[src/rtl/mux_sel_arbiter.sv]
// Round-robin arbiter driving the select and one-hot grant of a 4:1 data mux.
// Holds the select for the whole transfer and inserts one release cycle between grants.
module mux_sel_arbiter #(
    parameter int HOLD_MAX = 15,
    parameter int CNT_W    = 4
) (
    input  logic       CLK,
    input  logic       RST_N,
    input  logic [3:0] REQ,
    input  logic       DONE,
    output logic [1:0] S,
    output logic [3:0] GNT,
    output logic       VALID,
    output logic       TIMEOUT
);

    localparam logic [1:0] ST_IDLE    = 2'd0;
    localparam logic [1:0] ST_BUSY    = 2'd1;
    localparam logic [1:0] ST_RELEASE = 2'd2;

    localparam logic [CNT_W-1:0] HOLD_LIM = CNT_W'(HOLD_MAX);
    localparam logic [CNT_W-1:0] CNT_ONE  = CNT_W'(1);

    logic [1:0]       state;
    logic [1:0]       ptr;
    logic [CNT_W-1:0] cnt;
    logic [1:0]       winner;
    logic [1:0]       cand;

    // Scan from the farthest offset down so the nearest requester to ptr wins.
    always_comb begin
        winner = ptr;
        cand   = ptr;
        for (int unsigned i = 4; i > 0; i--) begin
            cand = ptr + 2'(i - 1);
            if (REQ[cand]) begin
                winner = cand;
            end
        end
    end

    always_ff @(posedge CLK or negedge RST_N) begin
        if (!RST_N) begin
            state   <= ST_IDLE;
            ptr     <= '0;
            cnt     <= '0;
            S       <= '0;
            GNT     <= '0;
            VALID   <= 1'b0;
            TIMEOUT <= 1'b0;
        end else begin
            case (state)
                ST_IDLE: begin
                    TIMEOUT <= 1'b0;
                    if (REQ != 4'b0000) begin
                        S     <= winner;
                        GNT   <= 4'b0001 << winner;
                        VALID <= 1'b1;
                        cnt   <= CNT_ONE;
                        state <= ST_BUSY;
                    end
                end
                ST_BUSY: begin
                    if (DONE || !REQ[S] || (cnt == HOLD_LIM)) begin
                        // DONE and withdrawal take precedence over the hold limit.
                        TIMEOUT <= !DONE && REQ[S];
                        VALID   <= 1'b0;
                        GNT     <= '0;
                        ptr     <= S + 2'd1;
                        state   <= ST_RELEASE;
                    end else begin
                        cnt <= cnt + CNT_ONE;
                    end
                end
                ST_RELEASE: begin
                    TIMEOUT <= 1'b0;
                    state   <= ST_IDLE;
                end
                default: begin
                    TIMEOUT <= 1'b0;
                    VALID   <= 1'b0;
                    GNT     <= '0;
                    state   <= ST_IDLE;
                end
            endcase
        end
    end

endmodule
[config.mk]
export PLATFORM = sky130hd
export DESIGN_NAME = mux_sel_arbiter
export DESIGN_NICKNAME = d
export VERILOG_FILES = /design/src/rtl/mux_sel_arbiter.sv
export SDC_FILE = /design/constraint.sdc
export NUM_CORES = 1
export LEC_CHECK = 0
export CAP_MARGIN = 15
export CORE_MARGIN = 5
export CORE_UTILIZATION = 35
export DETAILED_ROUTE_END_ITERATION = 6
export SETUP_SLACK_MARGIN = 0.5
export SYNTH_ARGS = -nofsm -noshare
export SYNTH_HDL_FRONTEND = slang
export SYNTH_SLANG_ARGS = --single-unit
[constraint.sdc]
create_clock -name CLK -period 1.6 [get_ports CLK]
set_input_delay 0.16 -clock CLK [delete_from_list [all_inputs] [get_ports CLK]]
set_output_delay 0.16 -clock CLK [all_outputs]
set_load 0.05 [all_outputs]
==> key figures, run 1 <==
Setup path
  • Length in cells of the worst reg-to-reg path: 4
  • Peak per-stage delay on the critical path: 0.47 ns
  • Startpoint-to-endpoint class of the critical path: reg -> reg
  • Category of the worst setup path capture point: flop
  • Critical path buffer and inverter count: 0
  • Highest fanout seen on the critical path: 6
  • Capturing element of the worst setup path: cnt[3]$_DFFE_PN0P_
  • Crit. path cell count: 4
  • Reg-to-reg setup timing slack: 0.14 ns
  • Start point of the critical path: S[1]$_DFFE_PN0P_
  • Cell at the slowest stage of the critical path: sky130_fd_sc_hd__dfrtp_2
  • RR Endpoint: cnt[3]$_DFFE_PN0P_
  • Data arrival time at the worst-slack endpoint: 1.63 ns
  • Required time at the endpoint of the critical path: about 1.8 ns
  • Reg-to-Reg Start: S[1]$_DFFE_PN0P_
  • Element type at the critical path start: flop
  • Cells traversed along the worst timing path: mux2i_4 > o22a_4 > o311ai_4 > o41ai_2
  • Cell class contributing the biggest share of worst-path delay: compound AO/OA/AOI/OAI gates

Layout
  • Filler-free cell count of the finished design: roughly 160
  • Final standard cell area without fillers: 1465 um2
  • Post-Route Utilization: 0.5968
  • Number of inserted diodes: 0
  • Final-stage net count: 136
  • Total of fill cells in the finished design: approximately 200
  • Area added between synthesis and finish: 64.01%
  • Share of cells above drive strength 1: 0.5433

CTS
  • Number of buffers inserted during clock tree synthesis: 3
  • CTS tree: built
  • Count of clock tree sinks: 16
  • Clk slew on worst S/H paths: 0.09 ns
  • Source-to-sink clock delay at the later pin of the worst-skew pair: approximately 0.29 ns
  • Root buffer selected by CTS: sky130_fd_sc_hd__clkbuf_4
  • Clock Path Buffers: 2
  • H-tree depth: 1

Pwr
  • Leakage power: ~0.64 nW
  • Power Density: 1869 nW/um2
  • Max IR drop VDD: 1.349 mV
  • Final Total Pwr: 2.738 mW

Yosys
  • Library cells used by synthesis: 39
  • Biggest area contributors in the synthesized netlist: sky130_fd_sc_hd__dfrtp_1, sky130_fd_sc_hd__mux2i_1, sky130_fd_sc_hd__nand2_1, sky130_fd_sc_hd__o311ai_4, sky130_fd_sc_hd__a32o_1
  • Post-synthesis cell type with the largest combined area: sky130_fd_sc_hd__dfrtp_1
  • Sequential share of the synthesized area: 0.4482
  • Area share of the largest cell type after synthesis: 0.4482
  • Gate count after technology mapping: between 80 and 90
  • EDFF count, synth: 0
  • Async set or reset register ratio after synthesis: 1.000
  • Average footprint of a synthesized cell: 11.03 um2
  • Net count of the mapped netlist: 89
  • Synth Register Bits: 16
  • Post-Synthesis Cell Area: ~890 um2
  • Most instantiated flip-flop cell in the synthesis netlist: sky130_fd_sc_hd__dfrtp_1
  • Synth warn: 0

GRT
  • First-pass GRT wire length: 3877 um
  • Met1 routing resource usage after global routing: 0.1857
  • Global-route track usage on met3: 0.02979
  • Grt peak-use layer: met2
  • Met2 global-route usage: 0.2361
  • Via count of the first global-routing pass: 848
  • Number of antenna violations at the first check in global routing: 0
  • Overflow left after global routing: 0
  • Global-route usage over all layers: 0.1408
  • Pin count of the biggest net entering global routing: 17

Placement
  • IO buf count: 14
  • Detailed placer's ending HPWL: 1476 um
  • Placed Cells: 133
  • Dpl cell area: 1124 um2
  • Pre-CTS worst setup slack: -0.1801 ns
  • Gpl congestion: 0.8143

Timing
  • Least setup slack across all paths after layout: 0.1418 ns
  • Transition at the pin with the smallest max-transition slack: 0.3911 ns
  • Final Skew: about 0.0046 ns
  • Share of the clock period used by the worst path after layout: 0.9113
  • Maximum clock frequency: 685.8 MHz
  • Max Slew Vio Count: 0
  • Final Critical Period: 1.458 ns
  • Final setup TNS: 0 ns
  • Hold Worst Slack: 0.1782 ns
  • Hold Fails Final Rpt: 0
  • Max transition margin: 0.7371
  • Setup violators final: 0
  • RSZ-0062 raised after global routing: true

Floorplan
  • Die area: 3663 um2
  • Die height: 60.52 um
  • I/O pins: 15
  • Std cell rows: 18
  • Die W: 60.52 um
  • Initial Utilization: 0.3639
  • Core Region: around 2500 um2

Min path
  • Class of the most critical hold timing path: in -> async

Drt
  • Remaining antenna violation count: 0
  • Via count: roughly 830
  • Routed via count divided by cell count: 5.261
  • Iteration-0 DRC count of the detailed router: 14
  • Remaining DRCs: 0
  • Total wirelength of the detailed-routed design: between 2000 and 2500 um
  • WL/cell: 14.83 um
  • First-pass DRT Iterations: 4

Flow run
  • Number of violations of the max-capacitance limit: 0

Status
  • Result of the run: complete, no violations
## how the worst min path moves through the flow
stage,from,endpoint,slack (ns)
after global routing,RST_N,cnt[2]$_DFFE_PN0P_,0.21
after global placement,RST_N,cnt[1]$_DFFE_PN0P_,0.49
after CTS,RST_N,TIMEOUT$_DFFE_PN0P_,0.19
final,RST_N,cnt[2]$_DFFE_PN0P_,0.18
after detailed placement,VALID$_DFFE_PN0P_,VALID$_DFFE_PN0P_,0.48
after floorplan,RST_N,GNT[0]$_DFFE_PN0P_,-0.14
## per-layer routing
layer	vias to the layer above	part of all wire	wire length, um
li1	402	-	-
met1	405	0.45	1051
met2	15	0.50	1154
met3	4	0.042	98
met4	0	0.010	24
met5	-	0	0
## synth_stat cells (2+ instances only)
cell type and number:
sky130_fd_sc_hd__mux2i_1 6, sky130_fd_sc_hd__nand2_1 8, sky130_fd_sc_hd__nand4_1 2, sky130_fd_sc_hd__inv_1 3, sky130_fd_sc_hd__nand3_1 2, sky130_fd_sc_hd__dfrtp_1 16, sky130_fd_sc_hd__o22ai_1 2, sky130_fd_sc_hd__nand2b_1 3
sky130_fd_sc_hd__a32o_1 2, sky130_fd_sc_hd__nor2_1 3, sky130_fd_sc_hd__o21ai_0 4, sky130_fd_sc_hd__a21oi_1 2, sky130_fd_sc_hd__and2b_1 2
## state kept, by name, summed over array words and instances (netlist names)
name	cells
cnt	4
S	2
state	2
GNT	4
TIMEOUT	1
ptr	2
VALID	1
## cells by family (layout without fill, tap and decap cells)
logic type / count (synthesis) / count (layout) / synth area share
and+or+nand+nor: 28 / 29 / 0.1709
AOI/OAI and AO/OA: 25 / 25 / 0.2647
DFF: 16 / 16 / 0.4482
muxes: 6 / 6 / 0.06723
buffers and inverters: 4 / 49 / 0.02521
adders and majority gates: 1 / 1 / 0.01400
xor gates and xnor gates: 1 / 1 / 0.009806
## worst reg2reg max path: cells and delay by family (launching register included)
kind	cells	cell delay [ns]
compound gates	3	0.65
mux	1	0.22
flops	1	0.47
## final cells by class
class	count	area, um2	share of cell area
well taps	30	37.54	0.02562
clock buffers	4	36.28	0.02477
multi-input cells	62	599.3	0.4091
flip-flops and latches	16	406.6	0.2775
repair buffers	42	374.1	0.2553
inverters	3	11.26	0.007686
## repair_timing
action	in CTS	in global routing
setup endpoints to repair	18	18
hold endpoints to repair	0	0
resized for setup	31	11
buffers inserted	14	5
hold buffers	0	0
cloned	1	0
pin swaps	7	10
## cells in the final DEF, fill, tap and decap left out, types with 3 or more instances in the layout
cell type and count:
sky130_fd_sc_hd__buf_4 25, sky130_fd_sc_hd__buf_6 9, sky130_fd_sc_hd__clkbuf_4 3, sky130_fd_sc_hd__dfrtp_1 11
sky130_fd_sc_hd__dfrtp_2 5, sky130_fd_sc_hd__dlygate4sd2_1 4, sky130_fd_sc_hd__inv_1 3, sky130_fd_sc_hd__mux2i_1 4
sky130_fd_sc_hd__nand2_1 7, sky130_fd_sc_hd__o21ai_1 4
## report_power, final
| group | total (mW) | internal (mW) | switching (mW) |
|---|---|---|---|
| registers | 0.696 | 0.550 | 0.145 |
| logic | 1.78 | 0.906 | 0.870 |
| clock network | 0.266 | 0.139 | 0.128 |
No activity file was read; power rests on OpenSTA's default activity.
==> inputs of run 2 (changes only) <==
--- a/config.mk
+++ b/config.mk
@@ -6,9 +6,9 @@
 export NUM_CORES = 1
 export LEC_CHECK = 0
 export CAP_MARGIN = 15
-export CORE_MARGIN = 5
 export CORE_UTILIZATION = 35
 export DETAILED_ROUTE_END_ITERATION = 6
+export GPL_TIMING_DRIVEN = 0
 export SETUP_SLACK_MARGIN = 0.5
 export SYNTH_ARGS = -nofsm -noshare
 export SYNTH_HDL_FRONTEND = slang
==> key figures, run 2 (synthesized netlist as in run 1, its figures left out) <==
Layout
  • Final-stage net count: 123
  • Total of fill cells in the finished design: 201
  • Commonest cells after routing, fill and taps aside: sky130_fd_sc_hd__dfrtp_1, sky130_fd_sc_hd__buf_4, sky130_fd_sc_hd__nand2_1
  • Area added between synthesis and finish: 47.62%
  • Largest registers: GNT (4), cnt (4)
  • Filler-free cell count of the finished design: approximately 140
  • Number of inserted diodes: 0
  • Share of cells above drive strength 1: 0.4912

GRT
  • Via count of the first global-routing pass: 712
  • Number of antenna violations at the first check in global routing: 0
  • Pin count of the biggest net entering global routing: 17
  • Overflow left after global routing: 0
  • Global-route usage over all layers: 0.1768
  • First-pass GRT wire length: between 3000 and 4000 um

Floorplan
  • Core Region: 2318 um2
  • Die W: between 50 and 60 um
  • Die area: 2758 um2
  • Die height: 52.52 um
  • I/O pins: 15
  • Std cell rows: 17
  • Initial Utilization: 0.3853

Drt
  • Detailed-routing wirelength on met1: 1075 um
  • Iteration-0 DRC count of the detailed router: 4
  • Remaining antenna violation count: 0
  • Via count: 777
  • Total wirelength of the detailed-routed design: roughly 2200 um
  • Met2 wire length: 1064 um
  • First-pass DRT Iterations: 3
  • Top routing layer in use: met4
  • Routed via count divided by cell count: approximately 5.5
  • WL/cell: 15.80 um
  • Met3 routed wirelength: 64 um
  • Remaining DRCs: 0

Pwr
  • Clk network pwr share: 0.092
  • Net switching share of the total power: 0.4459
  • Power Density: between 1500 and 2000 nW/um2
  • Sw Pwr: 1.102 mW
  • Sequential group share of total power: 0.269
  • P_int: 1.369 mW
  • Max IR drop VDD: just over 1 mV
  • Proportion of power drawn by combinational gates: 0.639
  • Leakage power: 0.5642 nW

Timing
  • RSZ-0062 raised after global routing: true
  • Final Critical Period: ~1.4 ns
  • Hold Fails Final Rpt: 0
  • Max Slew Vio Count: 0
  • Share of the clock period used by the worst path after layout: 0.9040
  • Max transition margin: 0.4836
  • Least setup slack across all paths after layout: 0.1535 ns
  • Transition at the pin with the smallest max-transition slack: 0.7722 ns
  • Final Skew: 0.001156 ns
  • Setup violators final: 0
  • Maximum clock frequency: between 600 and 700 MHz

Placement
  • Gpl congestion: 0.7237
  • Detailed placer's ending HPWL: approximately 1300 um
  • Placed Cells: 123
  • Pre-CTS worst setup slack: -0.1885 ns
  • IO buf count: 14

Setup path
  • Required time at the endpoint of the critical path: 1.77 ns
  • Data arrival time at the worst-slack endpoint: about 1.6 ns
  • Element type at the critical path start: flop
  • Cell at the slowest stage of the critical path: sky130_fd_sc_hd__dfrtp_2
  • Cells traversed along the worst timing path: mux2i_4 > o22a_4 > o311ai_4 > o41ai_2
  • Highest fanout seen on the critical path: 6
  • Category of the worst setup path capture point: flop
  • Startpoint-to-endpoint class of the critical path: reg -> reg
  • Peak per-stage delay on the critical path: roughly 0.47 ns
  • Cell class contributing the biggest share of worst-path delay: compound AO/OA/AOI/OAI gates
  • Critical path buffer and inverter count: 0

CTS
  • Clk slew on worst S/H paths: 0.09 ns
  • Root buffer selected by CTS: sky130_fd_sc_hd__clkbuf_4
  • Clock Path Buffers: 2
  • Number of buffers inserted during clock tree synthesis: 3
  • H-tree depth: 1
  • Post-cts hold buffer count: 0
  • Source-to-sink clock delay at the later pin of the worst-skew pair: 0.29 ns
  • CTS tree: built
  • Count of clock tree sinks: 16

Flow run
  • Number of violations of the max-capacitance limit: 0

Status
  • Result of the run: complete, no violations

Min path
  • Class of the most critical hold timing path: in -> async
-- run 2: changes by cell type in the layout (fill, tap and decap cells not counted), sizes merged --
cell / change
or3: -1
clkbuf: +2
buf: -14
-- run 2: final timing paths --
kind	endpoint	cells past startpoint	slack [ns]	start
min in group CLK	VALID$_DFFE_PN0P_	1	0.50	VALID$_DFFE_PN0P_
hold reg to reg	VALID$_DFFE_PN0P_	1	0.50	VALID$_DFFE_PN0P_
setup / recovery	cnt[3]$_DFFE_PN0P_	4	0.15	S[1]$_DFFE_PN0P_
max in group asynchronous	S[1]$_DFFE_PN0P_	1	0.76	RST_N
hold / removal	cnt[0]$_DFFE_PN0P_	1	0.31	RST_N
setup reg to reg	cnt[3]$_DFFE_PN0P_	4	0.15	S[1]$_DFFE_PN0P_
-- run 2: power by group through the flow --
stage	logic, mW	registers [mW]	clock network, mW
6_report	1.58	0.665	0.228
5_1_grt	1.70	0.686	0.253
4_1_cts	1.37	0.654	0.229
3_5_place_dp	1.13	0.697	0
3_3_place_gp	1.11	0.688	0
2_1_floorplan	0.624	0.889	0
-- run 2: final cells by class --
type / instances / area (um2) / share of cell area
tap: 28 / 35.03 / 0.02657
timing repair buffer: 29 / 229.0 / 0.1736
multi-input combinational: 61 / 603.1 / 0.4573
buffer: 1 / 11.26 / 0.008539
clock buffer: 4 / 26.28 / 0.01992
sequential: 16 / 402.9 / 0.3055
inverter: 3 / 11.26 / 0.008539
-- run 2: timing repair --
item	CTS	global route
resized for setup	57	19
setup buffers	11	4
setup endpoints to repair	24	20
pin swaps	9	7
-- run 2: metrics by stage --
stage	total power [mW]	utilization	cell area, um2	setup TNS (ns)	hold WS (ns)
2_1_floorplan	1.513	-	909.6	0	-0.1356
3_3_place_gp	1.803	0.4679	1085	-2.039	0.4666
3_5_place_dp	1.825	0.4679	1085	-1.796	0.4700
4_1_cts	2.254	0.5256	1219	0	0.3263
5_1_grt	2.637	0.5688	1319	0	0.3480
6_report	2.471	0.5688	1319	0	0.3122
-- run 2: metal layers --
layer | vias up | global-route usage
met4 | 0 | 0.08772
met1 | 380 | 0.2432
met5 | - | 0
met3 | 5 | 0.02029
met2 | 13 | 0.2722
li1 | 379 | -
